`src/rtl/dc_servo_pkg.sv`:
```
// Shared state encodings, default parameters and the correction clamp helper
// for the DC-offset servo.
package dc_servo_pkg;

  localparam int DEF_LOG2_N      = 16;
  localparam int DEF_DEADBAND    = 0;
  localparam int DEF_DC_LIMIT    = 32;
  localparam int DEF_LOCK_BLOCKS = 4;

  typedef enum logic [1:0] {
    ST_IDLE   = 2'd0,
    ST_ACCUM  = 2'd1,
    ST_UPDATE = 2'd2
  } state_e;

  // Saturate a widened correction to +/-lim and return it as 8-bit signed.
  function automatic logic signed [7:0] clamp_dc(input logic signed [9:0] v,
                                                 input logic signed [9:0] lim);
    logic signed [9:0] r;
    r = v;
    if (v > lim)       r = lim;
    else if (v < -lim) r = -lim;
    return r[7:0];
  endfunction

endpackage

```
`src/rtl/dc_servo_block_accumulator.sv`:
```
// Block sum of corrected samples with a sample counter; 'last' flags the
// final sample of an N = 2^LOG2_N block.
module block_accumulator #(
  parameter int LOG2_N = 16
) (
  input  logic                     clk,
  input  logic                     reset,
  input  logic                     clear,
  input  logic                     enable,
  input  logic signed [7:0]        c,
  output logic signed [7+LOG2_N:0] acc,
  output logic                     last
);

  logic signed [7+LOG2_N:0] r_acc;
  logic [LOG2_N-1:0]        r_cnt;

  always_ff @(posedge clk or posedge reset) begin
    if (reset) begin
      r_acc <= '0;
      r_cnt <= '0;
    end else if (clear) begin
      r_acc <= '0;
      r_cnt <= '0;
    end else if (enable) begin
      r_acc <= r_acc + {{LOG2_N{c[7]}}, c};
      r_cnt <= r_cnt + 1'b1;
    end
  end

  assign acc  = r_acc;
  assign last = &r_cnt;

endmodule

```
`src/rtl/dc_servo.sv`:
```
// Closed-loop DC-offset canceller for one 8-bit rail: averages N corrected
// samples per block and nudges the correction one LSB against the mean.
module dc_servo
  import dc_servo_pkg::*;
#(
  parameter int LOG2_N      = DEF_LOG2_N,
  parameter int DEADBAND    = DEF_DEADBAND,
  parameter int DC_LIMIT    = DEF_DC_LIMIT,
  parameter int LOCK_BLOCKS = DEF_LOCK_BLOCKS
) (
  input  logic              clk,
  input  logic              reset,
  input  logic signed [7:0] x,
  input  logic              en,
  input  logic signed [7:0] manual_dc,
  output logic signed [7:0] dc,
  output logic signed [7:0] mean,
  output logic              update,
  output logic              locked
);

  localparam int LW = $clog2(LOCK_BLOCKS + 2);
  localparam logic signed [9:0] DB  = 10'(DEADBAND);
  localparam logic signed [9:0] LIM = 10'(DC_LIMIT);
  localparam logic [LW-1:0]     LB  = LW'(LOCK_BLOCKS);

  state_e r_state, w_state_nxt;

  logic signed [7:0]        r_dc, r_mean;
  logic                     r_update, r_locked;
  logic [LW-1:0]            r_lock_cnt, w_lock_nxt;

  logic signed [7:0]        w_c, w_m, w_dc_nxt;
  logic signed [7+LOG2_N:0] w_acc, w_shift;
  logic signed [9:0]        w_m10, w_dc10, w_step;
  logic                     w_last, w_in_db;

  // Same wrapping 8-bit add the quantizer adder performs.
  assign w_c = x + r_dc;

  block_accumulator #(.LOG2_N(LOG2_N)) u_acc (
    .clk    (clk),
    .reset  (reset),
    .clear  (r_state != ST_ACCUM),
    .enable (r_state == ST_ACCUM),
    .c      (w_c),
    .acc    (w_acc),
    .last   (w_last)
  );

  assign w_shift = w_acc >>> LOG2_N;
  assign w_m     = w_shift[7:0];
  assign w_m10   = {{2{w_m[7]}}, w_m};
  assign w_dc10  = {{2{r_dc[7]}}, r_dc};
  assign w_in_db = (w_m10 <= DB) && (w_m10 >= -DB);

  always_comb begin
    w_step = w_dc10;
    if (w_m10 > DB)       w_step = w_dc10 - 10'sd1;
    else if (w_m10 < -DB) w_step = w_dc10 + 10'sd1;
  end

  // Clamp after stepping so an out-of-range manual seed is pulled in at the
  // first block end.
  assign w_dc_nxt = clamp_dc(w_step, LIM);

  always_comb begin
    w_lock_nxt = '0;
    if (w_in_db) w_lock_nxt = (r_lock_cnt >= LB) ? LB : r_lock_cnt + 1'b1;
  end

  always_comb begin
    w_state_nxt = r_state;
    case (r_state)
      ST_IDLE:   if (en) w_state_nxt = ST_ACCUM;
      ST_ACCUM:  if (!en) w_state_nxt = ST_IDLE;
                 else if (w_last) w_state_nxt = ST_UPDATE;
      ST_UPDATE: w_state_nxt = en ? ST_ACCUM : ST_IDLE;
      default:   w_state_nxt = ST_IDLE;
    endcase
  end

  always_ff @(posedge clk or posedge reset) begin
    if (reset) r_state <= ST_IDLE;
    else       r_state <= w_state_nxt;
  end

  always_ff @(posedge clk or posedge reset) begin
    if (reset) begin
      r_dc       <= '0;
      r_mean     <= '0;
      r_update   <= 1'b0;
      r_locked   <= 1'b0;
      r_lock_cnt <= '0;
    end else begin
      r_update <= 1'b0;
      case (r_state)
        ST_IDLE: begin
          r_dc       <= manual_dc;
          r_locked   <= 1'b0;
          r_lock_cnt <= '0;
        end
        ST_ACCUM: begin
          if (!en) begin
            r_locked   <= 1'b0;
            r_lock_cnt <= '0;
          end
        end
        ST_UPDATE: begin
          r_mean     <= w_m;
          r_dc       <= w_dc_nxt;
          r_update   <= 1'b1;
          r_lock_cnt <= w_lock_nxt;
          r_locked   <= (w_lock_nxt >= LB);
        end
        default: ;
      endcase
    end
  end

  assign dc     = r_dc;
  assign mean   = r_mean;
  assign update = r_update;
  assign locked = r_locked;

endmodule

```
`config.mk`:
```
export PLATFORM = sky130hd
export DESIGN_NAME = dc_servo
export DESIGN_NICKNAME = d
export VERILOG_FILES = /design/src/rtl/dc_servo_pkg.sv /design/src/rtl/dc_servo_block_accumulator.sv /design/src/rtl/dc_servo.sv
export SDC_FILE = /design/constraint.sdc
export NUM_CORES = 1
export LEC_CHECK = 0
export CAP_MARGIN = 20
export CORE_MARGIN = 3
export CORE_UTILIZATION = 31
export CTS_CLUSTER_DIAMETER = 120
export DETAILED_ROUTE_END_ITERATION = 7
export GPL_TIMING_DRIVEN = 0
export HOLD_SLACK_MARGIN = 0.1
export SYNTH_ARGS = -nofsm -noshare
export SYNTH_HDL_FRONTEND = slang
export SYNTH_SLANG_ARGS = --single-unit
export TNS_END_PERCENT = 50
```
`constraint.sdc`:
```
create_clock -name clk -period 5.52 [get_ports clk]
set_input_delay 1.104 -clock clk [delete_from_list [all_inputs] [get_ports clk]]
set_output_delay 1.104 -clock clk [all_outputs]
set_load 0.05 [all_outputs]
```
# [Yosys cells after proc, flatten, opt, wreduce, memory -nomap -nowiden]
# Index checks and enable logic that the tools add are counted.
# Widths: inputs -> output; s select.
[totals] ff_bits=63 in_bits=19 out_inout_bits=18 wordCells=57
[op_classes] addsub=6 magnitude_cmp=8 eq_ne=6 muxes=21 reduce_logical=8
[op_table] operator="$mux 24" n=2
[op_table] operator="$mux 16" n=2
[op_table] operator="$add 24x24->24" n=1
[op_table] operator="$mux 10" n=2
[op_table] operator="$add 16x1->16 const B" n=1
[op_table] operator="$mux 8" n=2
[op_table] operator="$pmux 8 s2" n=1
[op_table] operator="$reduce_and 16->1" n=1
[op_table] operator="$gt 10x7->1 const B" n=1
[op_table] operator="$lt 10x6->1 const B" n=1
[op_table] operator="$add 8x2->9 const B" n=1
[op_table] operator="$mux 3" n=3
[op_table] operator="$pmux 3 s3" n=1
[op_table] operator="$sub 8x2->9 const B" n=1
[op_table] operator="$add 8x8->8" n=1
[op_table] operator="$ge 8x1->1 const B" n=1
[op_table] operator="$gt 8x1->1 const B" n=1
[op_table] operator="$le 8x1->1 const B" n=1
[op_table] operator="$lt 8x1->1 const B" n=1
[op_table] operator="$ge 3x3->1 const B" n=2
[op_table] operator="$mux 2" n=3
[op_table] operator="$pmux 2 s3" n=1
[op_table] operator="$ne 2x2->1 const B" n=2
[op_table] operator="$reduce_and 2->1" n=2
[op_table] operator="11 further kinds" n=14

# [Logic depth before layout (Yosys ltp)]
[depth] word_depth=7 mapped_depth=15 depth_no_buf=15

# [Modules after synthesis]
# From an unflattened synthesis, not the netlist that was laid out.
[unflattened] hier_cells=492 hier_area_um2=4643.2
[by_module_without_submodules] module="block_accumulator" instances=1 cells_each=302 area_each_um2=2844.0 seq_area_each_um2=1001.0
[by_module_without_submodules] module="dc_servo" instances=1 cells_each=190 area_each_um2=1799.2 seq_area_each_um2=575.6

# [Worst setup path after synthesis]
# Ideal clock, no wire load.
[synth_timing] path_kind="input port to flip-flop" from="input port x[4]" to="register u_acc.r_acc[15] (netlist: u_acc.acc[15])" setup_time_ps=132 arrival_ps=4519 required_time_ps=5388 setup_slack_ps=870 stages=13 path_buffers=0 cell_sequence="ha_1 -> nand3_1 -> o211ai_1 -> o41ai_1 -> xnor2_1 -> ha_1 -> and4_1 -> nor3b_1 -> o41a_1 -> a221o_1 -> a21oi_1 -> xor2_1 -> nor2_1"
[synth_via] elab_chain_cells=4
[synth_rtl] element="start, declared" line_no="dc_servo.sv:13" rtl="input logic signed [7:0] x,"
[synth_rtl] element="$add 8x8->8" line_no="dc_servo.sv:39" rtl="assign w_c = x + r_dc;"
[synth_rtl] element="$add 24x24->24" line_no="dc_servo_block_accumulator.sv:26" rtl="r_acc <= r_acc + {{LOG2_N{c[7]}}, c};"
[synth_rtl] element="$mux 24" line_no="dc_servo_block_accumulator.sv:25" rtl="end else if (enable) begin"
[synth_rtl] element="$mux 24" line_no="dc_servo_block_accumulator.sv:22" rtl="end else if (clear) begin"
[synth_rtl] element="end signal, assigned" line_no="dc_servo_block_accumulator.sv:26"
[synth_rtl] element="end, declared" line_no="dc_servo_block_accumulator.sv:15" rtl="logic signed [7+LOG2_N:0] r_acc;"
# No other way between the ends. The select of a mux whose other input is x is not followed.
# A chain may end at the register's enable or synchronous reset.

# [Worst setup path after layout]
[layout_timing] from="input port x[1]" to="register u_acc.r_acc[15] (netlist: u_acc.acc[15])"
# The elaborated chain is that of the path after synthesis.

==> results.toml <==
[outcome]
outcome = "complete, no violations"

[timing]
fin_ws_ns = 0.734
setup_viol_count_final = 0
period_needed_ns = 4.79
worst_pin_slew_ns = 0.807
slew_headroom_pct = 46.1
slew_violations = 0
fmax_mhz = 209
hold_viol_final = 0
clock_skew_ns = 0.00926
period_share_pct = 86.7
rsz0062_at_grt = "no"

[place]
dp_hpwl_mm = 7.67
gp_congestion = 0.827
port_buffers = 36
dp.cells = 705
pre_cts_slack_ns = 0.379

[worst_setup_path]
crit_path_max_incr_delay_ns = 0.48
worst-path-buf-inv = 2
path_max_fanout = 18
required_ns = 5.71
crit_path_end_kind = "flop"
cp.arrival_ns = 4.98
slowest_stage = "clkdlybuf4s50_1"
worstSetupPathType = "primary input to flop"
worstPathCellList = "clkdlybuf4s50_1, ha_1, a21oi_1, o211ai_1, o41ai_1, xnor2_2, buf_8, ha_1, and4_1, nor3b_1, o41a_1, a221o_1, a21oi_1, xor2_1, nor2_1"
path_delay_family = "compound AO/OA/AOI/OAI gates"
start_kind = "primary input"

[layout]
area_growth_pct = 21.9
drive_gt1_share_pct = 4.23
fin_cells = 720
n_antenna_cell = 0
nets = 597

[global_route]
grt_pass1_wl_mm = 17.8
grt_pass1_vias = 3729
grt-ovfl-total = 0
antenna_found_initial = 0
grt_max_degree = 38
track_usage_pct = 14.5

[clock_network]
ctsHoldBuffers = 0
cts_buffers = 9
htreeDepth = 3
post_cts_resized = 0
cts.sinks = 63
clk_latency_ns = 0.33
cts_tree = "yes"
clkSlewWorstSetupHoldPaths_ns = 0.05
clk_path_buf_depth = 2
cts_root_buf = "clkbuf_16"
cts_setup_buffers = 0

[logic_synthesis]
yosysSeqAreaShare_pct = 36.9
netlist_area_um2 = 4270
synth_edf_count = 0
async_flop_share_pct = 100
synthCells = 491
syn-num-nets = 548
synthDistinctLibCells = 53
ys.warnings.count = 0
syn_area_per_cell_um2 = 8.70
ys.flop_type = "dfrtp_1"
ys_ff_latch = 63

[route]
avgRoutedWirePerCell_um = 14.2
drc = 0
ant_nets = 0
dr.first_iter.drc_count = 167
drt_wl_total_mm = 10.3
vias = 3740
drt-pass1-iter-count = 4
via_per_inst = 5.19

[floorplan]
num_rows = 42
core_um2 = 13300
die-height_um = 123
die_w_um = 123
die_area_um2 = 15200
initial_utilization_pct = 32.0
io_pins = 37

[power_and_ir_drop]
leakage_nw = 2.31
peakVddDrop_uv = 183
fin_total_pwr_mw = 2.27
power.density_nw_per_um2 = 437

[hold_path]
hold_path.class = "flop to flop"

[run]
cap_violations = 0
power breakdown:
group / switching (mW) / internal (mW) / leakage, nW / total, mW
Sequential: 0.0580 / 0.542 / 0.834 / 0.600
Clock: 0.200 / 0.405 / 0.149 / 0.605
Combinational: 0.610 / 0.459 / 1.33 / 1.07
sequential cells by signal, summed over array words and instances (netlist names):
register and count:
r_lock_cnt 3, mean 8, u_acc.acc 24, locked 1, u_acc.r_cnt 16, dc 8, update 1, r_state 2
synthesized netlist by cell type (3+ instances only):
library cell  number  area share [%]
or3_1              8             1.2
and4_1             4            0.82
ha_1              36              11
o21ai_0           25             2.9
nor4_1             3            0.44
inv_1             20             1.8
nand4_1            8             1.2
a22oi_1            6             1.1
nor3b_1            3            0.53
o31ai_1            3            0.53
buf_2              3            0.35
a21oi_1           34             4.0
mux2i_1            3            0.70
and3_1             6            0.88
dfrtp_1           63              37
xor2_1            18             3.7
a31oi_1            9             1.3
clkbuf_1          14             1.2
o21a_1             6             1.1
a21o_1             7             1.2
nand2_1           53             4.7
o2bb2ai_1          3            0.62
and2_1             4            0.59
o211ai_1           4            0.70
o21bai_1           4            0.70
nor2_1            54             4.7
xnor2_1           18             3.7
a211oi_1           3            0.53
o21ai_1            4            0.47
nand3_1           10             1.2
nor3_1            17             2.0
or4_1              3            0.53
nor2b_1            3            0.44
nand2b_1           5            0.73
cells in the final DEF (no fill, tap or decap), drive strengths merged, types with 5 or more instances in the layout:
cell type | Yosys | final
xnor2 | 18 | 18
nand4 | 8 | 8
o21ai | 29 | 29
nor3 | 17 | 17
nand2 | 53 | 53
o21a | 6 | 6
nand3 | 10 | 10
clkdlybuf4s50 | 0 | 36
nand2b | 5 | 5
a31oi | 9 | 9
nor2 | 54 | 54
ha | 36 | 36
a21o | 7 | 7
a21oi | 35 | 35
a22oi | 6 | 6
inv | 20 | 20
dfrtp | 63 | 63
clkbuf | 14 | 26
buf | 3 | 5
and3 | 6 | 6
xor2 | 18 | 18
or3 | 8 | 8
path summary, 6_finish.rpt:
check,to,from,slack [ns],cells past startpoint
worst max-delay path,u_acc.acc[15],x[1],0.73,15
worst min-delay path,mean[2],mean[2],0.48,2
worst max register to register,u_acc.acc[15],dc[0],1.47,15
worst min register to register,mean[2],mean[2],0.48,2
max in group asynchronous,dc[0],reset,3.64,3
min in group asynchronous,u_acc.r_cnt[8],reset,1.24,2
layout make-up:
cell class | count | area [µm²]
Buffer | 17 | 67.6
Clock buffer | 12 | 246
Timing Repair Buffer | 38 | 395
Clock inverter | 3 | 67.6
Tap cell | 176 | 220
Multi-Input combinational cell | 391 | 2560
Sequential cell | 63 | 1580
Inverter | 20 | 75.1
Fill cell | 1361 | 8140
logic make-up (layout without fill, tap and decap cells):
group	after synthesis	after routing	share of synthesized area, %
xor gates and xnor gates	36	36	7.38
DFF	63	63	36.9
and+or+nand+nor	185	185	20.6
adders and majority gates	38	38	11.5
muxes	3	3	0.703
AOI/OAI and AO/OA	129	129	19.6
buffers and inverters	37	90	3.34
worst min-delay path: cells and delay by family (launching register included):
family,cells,cell delay [ns]
flip-flops,1,0.34
AND/OR/NAND/NOR,2,0.11
per-stage QoR:
step                      setup TNS [ns]  hold slack (ns)  util (%)  area (µm²)
after floorplan                        0            0.475         -        4270
after global placement             -2.30            0.466      36.4        4850
after detailed placement               0            0.466      36.7        4890
after CTS                              0            0.485      39.0        5210
after global routing                   0            0.514      39.0        5210
final                                  0            0.478      39.0        5210
routing by layer:
layer | GRT usage [%] | part of all wire, % | vias up
met5 | 0 | 0 | -
met4 | 3.39 | 1.4 | 0
met3 | 4.16 | 5.4 | 15
met2 | 22.9 | 45 | 75
met1 | 19.8 | 48 | 1781
li1 | - | - | 1869
(Power assumes the default switching activity.)
